===== config.mk =====
export PLATFORM = sky130hd
export DESIGN_NAME = mem_arbiter
export DESIGN_NICKNAME = d
export VERILOG_FILES = /design/src/rtl/mem_arb_pkg.sv /design/src/rtl/mem_arbiter_sat_counter.sv /design/src/rtl/mem_arbiter.sv
export SDC_FILE = /design/constraint.sdc
export NUM_CORES = 1
export LEC_CHECK = 0
export CAP_MARGIN = 20
export CORE_ASPECT_RATIO = 0.7
export CORE_MARGIN = 8
export CORE_UTILIZATION = 36
export DETAILED_ROUTE_END_ITERATION = 12
export PLACE_DENSITY = 0.86
export SYNTH_ARGS = -nofsm -noshare
export SYNTH_HDL_FRONTEND = slang
export SYNTH_SLANG_ARGS = --single-unit

===== constraint.sdc =====
create_clock -name clk -period 6.15 [get_ports clk]
set_input_delay 1.23 -clock clk [delete_from_list [all_inputs] [get_ports clk]]
set_output_delay 1.23 -clock clk [all_outputs]
set_load 0.02 [all_outputs]

===== src/rtl/mem_arb_pkg.sv =====
// Shared definitions for the unified-memory arbiter: state and owner encodings,
// default widths and a counter-width helper.
package mem_arb_pkg;

    localparam int unsigned DEF_ADDR_W     = 32;
    localparam int unsigned DEF_DATA_W     = 32;
    localparam int unsigned DEF_STARVE_MAX = 4;
    localparam int unsigned DEF_TIMEOUT    = 16;

    // Starvation counter width covers the full legal STARVE_MAX range (1..15)
    localparam int unsigned STARVE_W = 4;

    typedef enum logic [1:0] {
        ST_IDLE   = 2'd0,
        ST_BUSY_I = 2'd1,
        ST_BUSY_D = 2'd2
    } state_t;

    typedef enum logic [1:0] {
        OWN_NONE = 2'd0,
        OWN_I    = 2'd1,
        OWN_D    = 2'd2
    } owner_t;

    // Bits needed to hold values 0..max_val (at least one bit)
    function automatic int unsigned cnt_width(input int unsigned max_val);
        return (max_val < 2) ? 1 : $clog2(max_val + 1);
    endfunction

endpackage


===== src/rtl/mem_arbiter_sat_counter.sv =====
// Saturating up-counter with synchronous clear (clear wins over increment).
module arb_sat_counter #(
    parameter int unsigned WIDTH = 4
) (
    input  logic             clk,
    input  logic             rst,
    input  logic             clr,
    input  logic             inc,
    input  logic [WIDTH-1:0] limit,
    output logic [WIDTH-1:0] count
);

    // Count up to limit and hold there until cleared
    always_ff @(posedge clk or posedge rst) begin
        if (rst) begin
            count <= '0;
        end else if (clr) begin
            count <= '0;
        end else if (inc && (count != limit)) begin
            count <= count + WIDTH'(1);
        end
    end

endmodule


===== src/rtl/mem_arbiter.sv =====
// Two-requester arbiter (fetch I, load/store D) in front of a single-port memory.
// D has fixed priority; after STARVE_MAX consecutive contended losses I is forced
// to win. Optional BUSY watchdog enabled by defining MEM_ARB_TIMEOUT_EN.
module mem_arbiter
    import mem_arb_pkg::*;
#(
    parameter int unsigned ADDR_W     = DEF_ADDR_W,
    parameter int unsigned DATA_W     = DEF_DATA_W,
    parameter int unsigned STARVE_MAX = DEF_STARVE_MAX,
    parameter int unsigned TIMEOUT    = DEF_TIMEOUT
) (
    input  logic                clk,
    input  logic                rst,
    // fetch requester
    input  logic                if_req,
    input  logic [ADDR_W-1:0]   if_addr,
    output logic [DATA_W-1:0]   if_rdata,
    output logic                if_ack,
    // load/store requester
    input  logic                d_req,
    input  logic                d_we,
    input  logic [DATA_W/8-1:0] d_be,
    input  logic [ADDR_W-1:0]   d_addr,
    input  logic [DATA_W-1:0]   d_wdata,
    output logic [DATA_W-1:0]   d_rdata,
    output logic                d_ack,
    // memory side
    output logic                mem_req,
    output logic                mem_we,
    output logic [DATA_W/8-1:0] mem_be,
    output logic [ADDR_W-1:0]   mem_addr,
    output logic [DATA_W-1:0]   mem_wdata,
    input  logic [DATA_W-1:0]   mem_rdata,
    input  logic                mem_ack,
    output logic                arb_err
);

    state_t              state;
    owner_t              owner;
    logic [STARVE_W-1:0] starve_cnt;

    logic busy_c;
    logic starve_hit_c;
    logic grant_i_c;
    logic grant_d_c;
    logic expire_c;
    logic done_c;

    // TIMEOUT is only meaningful with the watchdog; zero is never a valid setting
    if (TIMEOUT == 0) begin : g_bad_timeout
    end

    // Arbitration: D wins unless I has lost STARVE_MAX contended rounds in a row
    assign busy_c       = (state != ST_IDLE);
    assign starve_hit_c = (starve_cnt == STARVE_W'(STARVE_MAX));
    assign grant_i_c    = !busy_c && if_req && (!d_req || starve_hit_c);
    assign grant_d_c    = !busy_c && d_req && !(if_req && starve_hit_c);

    // Consecutive contended losses of the fetch side
    arb_sat_counter #(
        .WIDTH (STARVE_W)
    ) u_starve (
        .clk   (clk),
        .rst   (rst),
        .clr   (grant_i_c),
        .inc   (grant_d_c && if_req),
        .limit (STARVE_W'(STARVE_MAX)),
        .count (starve_cnt)
    );

`ifdef MEM_ARB_TIMEOUT_EN
    localparam int unsigned WD_W = cnt_width(TIMEOUT);

    logic [WD_W-1:0] wd_cnt;

    // BUSY cycle counter, held at zero while idle so every transaction starts fresh
    arb_sat_counter #(
        .WIDTH (WD_W)
    ) u_watchdog (
        .clk   (clk),
        .rst   (rst),
        .clr   (!busy_c),
        .inc   (busy_c),
        .limit (WD_W'(TIMEOUT - 1)),
        .count (wd_cnt)
    );

    // Expire on the TIMEOUT-th BUSY cycle; a coincident mem_ack is a normal completion
    assign expire_c = busy_c && (wd_cnt == WD_W'(TIMEOUT - 1)) && !mem_ack;
`else
    assign expire_c = 1'b0;
`endif

    // Completion is visible to the owner in the same cycle as mem_ack (or expiry)
    assign done_c   = busy_c && (mem_ack || expire_c);
    assign if_ack   = (owner == OWN_I) && done_c;
    assign d_ack    = (owner == OWN_D) && done_c;
    assign if_rdata = (if_ack && mem_ack) ? mem_rdata : '0;
    assign d_rdata  = (d_ack && mem_ack) ? mem_rdata : '0;
    assign arb_err  = expire_c;

    // Transaction sequencer: latch the winner into mem_* and hold until completion
    always_ff @(posedge clk or posedge rst) begin
        if (rst) begin
            state     <= ST_IDLE;
            owner     <= OWN_NONE;
            mem_req   <= 1'b0;
            mem_we    <= 1'b0;
            mem_be    <= '0;
            mem_addr  <= '0;
            mem_wdata <= '0;
        end else begin
            case (state)
                ST_IDLE: begin
                    if (grant_d_c) begin
                        state     <= ST_BUSY_D;
                        owner     <= OWN_D;
                        mem_req   <= 1'b1;
                        mem_we    <= d_we;
                        mem_be    <= d_be;
                        mem_addr  <= d_addr;
                        mem_wdata <= d_wdata;
                    end else if (grant_i_c) begin
                        state     <= ST_BUSY_I;
                        owner     <= OWN_I;
                        mem_req   <= 1'b1;
                        mem_we    <= 1'b0;
                        mem_be    <= '1;
                        mem_addr  <= if_addr;
                        mem_wdata <= '0;
                    end
                end
                ST_BUSY_I, ST_BUSY_D: begin
                    if (done_c) begin
                        state   <= ST_IDLE;
                        owner   <= OWN_NONE;
                        mem_req <= 1'b0;
                    end
                end
                default: begin
                    state   <= ST_IDLE;
                    owner   <= OWN_NONE;
                    mem_req <= 1'b0;
                end
            endcase
        end
    end

endmodule

==> out/results.md, run 1 <==
| Stage | Parameter | This run |
| --- | --- | --- |
| worst setup path | Critical path arrival | 3.02 ns |
| placement | Final estimated routing congestion in global placement | 0.8404 |
| timing | Number of endpoints failing setup at the final stage | 0 |
| synth | Cells after synthesis | 311 |
| worst setup path | Kind of end point of the critical path | output pin |
| clock tree | Clock tree buffer depth | 2 |
| worst setup path | Worst stage delay on the critical path | 0.62 ns |
| timing | Fin crit period | 4.253 ns |
| detailed routing | Drt initial violations | 175 |
| synth | Synthesized flop and latch total | 76 |
| floorplan | Die extent in x | 134.7 um |
| finish | Area overhead of the layout relative to synthesis | 89.74% |
| floorplan | Core area | 9647 sq um |
| timing | Slew @ Worst Pin | 0.9403 ns |
| finish | Post-layout net count | 718 |
| synth | Synth Flop Type | dfrtp_1 |
| power | Power per cell area | 459.6 nW/um^2 |
| worst setup path | Logic depth of the worst path, buffers included | 6 |
| clock tree | Resized Gates After CTS | 0 |
| synth | Post-Synthesis Net Count | 454 |
| clock tree | Sinks on Clock Net | 76 |
| clock tree | Clock tree root driver cell | clkbuf_16 |
| floorplan | Core Rows | 30 |
| worst setup path | Chain of cells forming the critical path | clkdlybuf4s50_1, inv_1, nor3b_2, buf_4, and2_1, clkdlybuf4s50_1 |
| worst setup path | Critical path required time | 4.92 ns |
| global route | Pin count of the biggest net entering global routing | 77 |
| worst setup path | Crit-path most repeated cell | clkdlybuf4s50_1 |
| detailed routing | Vias per cell | 4.908 |
| timing | Post-route clock period utilization | 69.15% |
| floorplan | Die H | 99.07 um |
| clock tree | Clk_lat worst skew | 0.32 ns |
| global route | Number of antenna violations at the first check in global routing | 0 |
| floorplan | Die area | 13340 sq um |
| worst setup path | Depth of the most critical reg-to-reg path | 7 |
| worst setup path | Startpoint types | primary input |
| detailed routing | Final routed wire length divided by cell count | 19.32 um |
| global route | Vias in the first global route | 3845 |
| timing | Final slew viol count | 0 |
| finish | Share of layout cells above drive strength 1 | 4.828% |
| worst setup path | Buffers plus inverters on the worst setup path | 4 |
| detailed routing | Post-route DRC violation count | 0 |
| detailed routing | Vias | 3475 |
| detailed routing | Pre-Repair DR Iteration Count | 4 |
| timing | Final Hold Fails | 0 |
| clock tree | Cts bufs inserted | 9 |
| timing | Setup TNS Final | 0 ns |
| synth | Count of warnings emitted by yosys | 0 |
| synth | Asr flop ratio synth | 100.0% |
| worst setup path | Type of the worst setup path | in -> out |
| synth | Number of flops mapped to enable cells by yosys | 0 |
| global route | GRT Util Overall | 20.15% |
| synth | Avg Synthesized Cell Area | 11.41 sq um |
| clock tree | TritonCTS clock tree | yes |
| synth | Cell variety after synth | 30 |
| run | Max-cap viol count | 0 |
| detailed routing | ANT nets after route | 0 |
| synth | Cell area after technology mapping | 3548 sq um |
| worst setup path | Slowest-stage cell, CP | clkdlybuf4s50_1 |
| global route | Global-route wire length before repair | 21.36 mm |
| timing | Max_slew headroom | 37.31% |
| placement | DP HPWL | 10.58 mm |
| detailed routing | Total wire length after detailed routing | 13.68 mm |
| clock tree | Hold-fix buffer count after cts | 0 |
| timing | Peak Freq | 235.1 MHz |
| min path | Min-Delay Path Class | reg -> reg |
| clock tree | # Post-CTS Setup Buffers | 0 |
| global route | Overflow left after global routing | 0 |
| clock tree | CTS clk-pin slew, worst paths | 0.06 ns |
| floorplan | Initial core utilization | 36.78% |
| power | Worst vdd ir | 0.3018 mV |
| floorplan | Count of boundary I/O pins | 275 |
| placement | Port Buffers | 273 |
| worst setup path | Cell class contributing the biggest share of worst-path delay | buffers and inverters |
| worst setup path | Max Fanout on Critical Path | 33 |
| clock tree | H-tree levels | 3 |
| synth | Part of the Yosys area used for sequential elements | 53.60% |
| power | P_leak | 2.781 nW |
| timing | Final worst clock skew | 0.006869 ns |
| timing | Final hold slack | 0.5059 ns |
| timing | Setup repair after global routing missed its margin | false |
| min path | Worst hold path stage count | 1 |
| finish | Antenna Diode Count | 0 |
| run status | Result of the run | complete, no violations |
==> synthesized netlist by cell type (2+ instances only) <==
master | instances | share of area (%)
buf_1 | 2 | 0.21
nor3b_1 | 3 | 0.63
and2_1 | 96 | 17
o22ai_1 | 3 | 0.53
ha_1 | 5 | 1.8
nand3_1 | 3 | 0.42
nand2_1 | 4 | 0.42
inv_1 | 9 | 0.95
o22a_1 | 4 | 0.99
clkbuf_1 | 14 | 1.5
dfrtp_1 | 76 | 54
a22o_1 | 33 | 8.1
a31oi_1 | 2 | 0.35
buf_2 | 9 | 1.3
a221o_1 | 32 | 9.0
o21ai_0 | 2 | 0.28
==> state kept, by name (all words and copies together) (netlist names) <==
signal / count
u_starve.count: 4
mem_wdata: 32
owner: 2
mem_addr: 32
mem_we: 1
mem_req: 1
mem_be: 4
==> power breakdown <==
part | internal [mW] | leakage, nW | total (mW) | switching (mW)
Clock | 0.355 | 0.149 | 0.555 | 0.200
Combinational | 0.832 | 1.70 | 1.66 | 0.828
Sequential | 0.746 | 0.933 | 0.880 | 0.134
Total | 1.93 | 2.78 | 3.09 | 1.16
==> cell type report <==
cell class,count,area [sq um]
clock inverters,6,88.84
multi-input cells,200,1529
clock buffers,10,229.0
repair buffers,279,2790
well taps,128,160.2
inverters,9,33.78
fillers,680,2914
flip-flops and latches,76,1902
==> kinds of logic after synthesis <==
kind of cell | synth area share (%)
DFF | 53.60
buffers and inverters | 4.126
muxes | 0.5994
AOI/OAI and AO/OA | 20.35
and+or+nand+nor | 19.46
other | 0.1057
adders and majority gates | 1.763
==> stage by stage <==
stage | cell area (sq um) | power (mW) | util (%) | worst slack, ns | cells
2_1_floorplan | 3548 | 1.742 | - | 2.616 | 311
5_1_grt | 6733 | 3.276 | 69.79 | 1.790 | 708
4_1_cts | 6733 | 3.130 | 69.79 | 1.897 | 708
3_5_place_dp | 6415 | 2.554 | 66.50 | 1.897 | 692
6_report | 6733 | 3.094 | 69.79 | 1.897 | 708
3_3_place_gp | 6395 | 2.502 | 66.29 | 1.931 | 691
==> cells in the final DEF (no fill, tap or decap), types with 2 or more instances in the layout <==
cell type / synthesis / final
buf_4: 1 / 5
clkdlybuf4s50_1: 0 / 273
and2_1: 96 / 96
nand2_1: 4 / 4
a221o_1: 32 / 32
dfrtp_1: 76 / 76
a22o_1: 33 / 33
clkinvlp_4: 0 / 2
ha_1: 5 / 5
clkbuf_16: 0 / 9
inv_1: 9 / 8
nor3b_2: 0 / 2
o21ai_0: 2 / 2
o22a_1: 4 / 4
nand3_1: 3 / 3
o22ai_1: 3 / 3
bufinv_16: 0 / 2
==> metal layers <==
metal	up-vias	share of wire [%]	GRT usage, %	routed length [um]
met2	177	48	33.07	6589
li1	1647	-	-	-
met4	0	2.4	7.223	330
met1	1628	38	22.06	5160
met3	23	12	10.01	1597
met5	-	0	0	0
==> worst paths after layout <==
path | start | to | slack (ns)
worst min-delay path | mem_wdata[29]$_DFFE_PP0P_ | mem_wdata[29]$_DFFE_PP0P_ | 0.51
worst max-delay path | mem_ack | if_rdata[24] | 1.90
worst min register to register | mem_wdata[29]$_DFFE_PP0P_ | mem_wdata[29]$_DFFE_PP0P_ | 0.51
max in group asynchronous | rst | mem_addr[3]$_DFFE_PP0P_ | 4.02
min in group asynchronous | rst | mem_wdata[19]$_DFFE_PP0P_ | 1.52
worst max register to register | owner[0]$_DFFE_PP0P_ | mem_addr[21]$_DFFE_PP0P_ | 3.64
(Power assumes the default switching activity.)
==> run 2: changes to the inputs <==
Settings changed: CORE_UTILIZATION 36 to 30, PLACE_DENSITY 0.86 to 0.76.
Clock period 6.15 ns to 3.5 ns, I/O delays scaled along.
==> run 2 against run 1 <==
Routed wire length rose by 4.2%; clock skew fell by 0.00073 ns; cell area up 1.2%; largest cell class unchanged; largest power group unchanged; highest routed layer unchanged.
==> out/results.md, run 2 (same netlist as run 1, synthesis figures left out) <==
| Stage | Parameter | This run | Change |
| --- | --- | --- | --- |
| detailed routing | Total wire length after detailed routing | 14.25 mm | was 13.68 mm |
| detailed routing | Drt initial violations | 164 | was 175 |
| detailed routing | Pre-Repair DR Iteration Count | 4 | unchanged |
| global route | GRT Util Overall | 17.64% | was 20.15% |
| min path | Worst hold path stage count | 1 | unchanged |
| worst setup path | Type of the worst setup path | in -> out | unchanged |
| timing | Crit path setup slack, layout | 0.3594 ns | was 1.897 ns |
| clock tree | Clk_lat worst skew | 0.33 ns | was 0.32 ns |
| timing | Setup repair after global routing missed its margin | false | unchanged |
| worst setup path | Critical path required time | 2.80 ns | was 4.92 ns |
| finish | Number of inserted filler cells in the final layout | 980 | was 680 |
| detailed routing | Vias | 3483 | was 3475 |
| run status | Result of the run | complete, no violations | unchanged |
| worst setup path | Max Fanout on Critical Path | 33 | unchanged |
| finish | Most common cell after layout, fill and taps aside | clkdlybuf4s50_1 | unchanged |
| global route | Global-route wire length before repair | 21.99 mm | was 21.36 mm |
| clock tree | Cts bufs inserted | 9 | unchanged |
| power | Power after layout | 5.451 mW | was 3.094 mW |
| worst setup path | Start of the worst register-to-register path | owner[0]$_DFFE_PP0P_ | unchanged |
| timing | Final Hold Fails | 0 | unchanged |
| floorplan | Core Rows | 33 | was 30 |
| global route | Vias in the first global route | 3763 | was 3845 |
| timing | Final worst clock skew | 0.006141 ns | was 0.006869 ns |
| clock tree | # Post-CTS Setup Buffers | 0 | unchanged |
| global route | Number of antenna violations at the first check in global routing | 0 | unchanged |
| detailed routing | Post-route DRC violation count | 0 | unchanged |
| power | P_leak | 2.811 nW | was 2.781 nW |
| clock tree | TritonCTS clock tree | yes | unchanged |
| clock tree | Clock tree root driver cell | clkbuf_16 | unchanged |
| detailed routing | Vias per cell | 4.700 | was 4.908 |
| power | Power per cell area | 799.7 nW/um^2 | was 459.6 nW/um^2 |
| finish | Biggest registers after layout | mem_addr x32, mem_wdata x32 | unchanged |
| worst setup path | Critical path arrival | 2.44 ns | was 3.02 ns |
| finish | End-of-flow core utilization | 58.75% | was 69.79% |
| min path | Hold-critical path endpoint | mem_wdata[20]$_DFFE_PP0P_ | was mem_wdata[29]$_DFFE_PP0P_ |
| floorplan | Count of boundary I/O pins | 275 | unchanged |
| global route | Pin count of the biggest net entering global routing | 36 | was 77 |
| timing | Final slew viol count | 0 | unchanged |
| placement | # placed instances | 725 | was 692 |
| placement | Final estimated routing congestion in global placement | 0.8362 | was 0.8404 |
| floorplan | Die H | 107.0 um | was 99.07 um |
| worst setup path | Depth of the most critical reg-to-reg path | 6 | was 7 |
| clock tree | CTS clk-pin slew, worst paths | 0.06 ns | about the same |
| min path | Min-Delay Path Class | reg -> reg | unchanged |
| clock tree | Resized Gates After CTS | 0 | unchanged |
| min path | HP Start | mem_wdata[20]$_DFFE_PP0P_ | was mem_wdata[29]$_DFFE_PP0P_ |
| placement | Port Buffers | 273 | unchanged |
| finish | Post-layout net count | 722 | was 718 |
| timing | Number of endpoints failing setup at the final stage | 0 | unchanged |
| detailed routing | ANT nets after route | 0 | unchanged |
| run | Max-cap viol count | 0 | unchanged |
| finish | Area overhead of the layout relative to synthesis | 92.10% | was 89.74% |
| clock tree | Clock tree buffer depth | 2 | unchanged |
| finish | Share of layout cells above drive strength 1 | 5.651% | was 4.828% |
| finish | Antenna Diode Count | 0 | unchanged |
| floorplan | Die extent in x | 146.0 um | was 134.7 um |
| placement | Dpl ws | 0.3535 ns | was 1.897 ns |
| placement | DP HPWL | 11.34 mm | was 10.58 mm |
| worst setup path | Register-to-register setup slack | 1.36 ns | was 3.64 ns |
| timing | Peak Freq | 318.4 MHz |  |
| worst setup path | Kind of end point of the critical path | output pin | unchanged |
| timing | Max_slew headroom | 62.35% | was 37.31% |
| timing | Setup TNS Final | 0 ns | unchanged |
| power | Worst vdd ir | 0.3992 mV | was 0.3018 mV |
| finish | Non-filler cells, final | 741 | was 708 |
| worst setup path | Startpoint types | primary input | unchanged |
| timing | Post-route clock period utilization | 89.73% |  |
| floorplan | Core area | 11600 sq um | was 9647 sq um |
| finish | Total area of multi-input combinational cells | 1529 sq um | unchanged |
| worst setup path | Endpoint of the worst-slack reg-to-reg timing path | mem_addr[25]$_DFFE_PP0P_ | was mem_addr[21]$_DFFE_PP0P_ |
| clock tree | Hold-fix buffer count after cts | 0 | unchanged |
| floorplan | Die area | 15620 sq um | was 13340 sq um |
| global route | Overflow left after global routing | 0 | unchanged |
| placement | Placed standard-cell area | 6507 sq um | was 6415 sq um |
| finish | Area used by sequential logic in the layout | 1902 sq um | unchanged |
| clock tree | Sinks on Clock Net | 76 | unchanged |
| floorplan | Initial core utilization | 30.58% | was 36.78% |
| detailed routing | Final routed wire length divided by cell count | 19.23 um | was 19.32 um |
| timing | Final hold slack | 0.5055 ns | was 0.5059 ns |
| timing | Fin crit period | 3.141 ns |  |
| finish | Most frequent cells in the layout | clkdlybuf4s50_1 (273), and2_1 (96), dfrtp_1 (76), a22o_1 (33), a221o_1 (32) | unchanged |
| timing | Slew @ Worst Pin | 0.5625 ns | was 0.9403 ns |
| clock tree | H-tree levels | 3 | unchanged |
| finish | Non-Filler Cell Area, Final | 6817 sq um | was 6733 sq um |
run 2: report_power, final:
group          internal [mW]  switching (mW)  leakage, nW  total (mW)
Sequential              1.31           0.240        0.933        1.55
Clock                  0.578           0.371        0.153       0.948
Combinational           1.49            1.46         1.73        2.95
Total                   3.38            2.07         2.81        5.45
run 2: final cells by class:
cell class                 instances  area share, %
timing repair buffer             283          41.74
clock buffer                      10          3.506
multi-input combinational        200          22.43
inverter                           9         0.5139
sequential                        76          27.90
tap                              157          2.882
clock inverter                     6          1.028
run 2: per-layer routing:
| metal | wire (um) | track usage (%) | vias to the layer above |
|---|---|---|---|
| met1 | 5878 | 20.52 | 1660 |
| li1 | - | - | 1661 |
| met3 | 1326 | 7.993 | 10 |
| met2 | 6939 | 29.78 | 152 |
| met5 | 0 | 0 | - |
| met4 | 108 | 3.516 | 0 |
run 2: worst max-delay path, cell delays in order:
cell and delay (ns):
clkdlybuf4s50_1 0.45, inv_1 0.08, nor3b_2 0.23, buf_12 0.20
and2_1 0.15, clkdlybuf4s50_1 0.62
run 2: worst max path at each step:
stage | endpoint | cells past startpoint | start
CTS | d_rdata[14] | 6 | owner[0]$_DFFE_PP0P_
finish | d_rdata[14] | 6 | mem_ack
global placement | d_rdata[14] | 6 | mem_ack
floorplan | mem_addr[0]$_DFFE_PP0P_ | 1 | rst
detailed placement | d_rdata[14] | 6 | mem_ack
global route | if_rdata[6] | 6 | owner[0]$_DFFE_PP0P_
==> run 3: changes to the inputs <==
Settings changed: CTS_CLUSTER_DIAMETER set to 150.
==> results of run 3 <==
Final layout, timing and power as in run 2 (identical DEF).
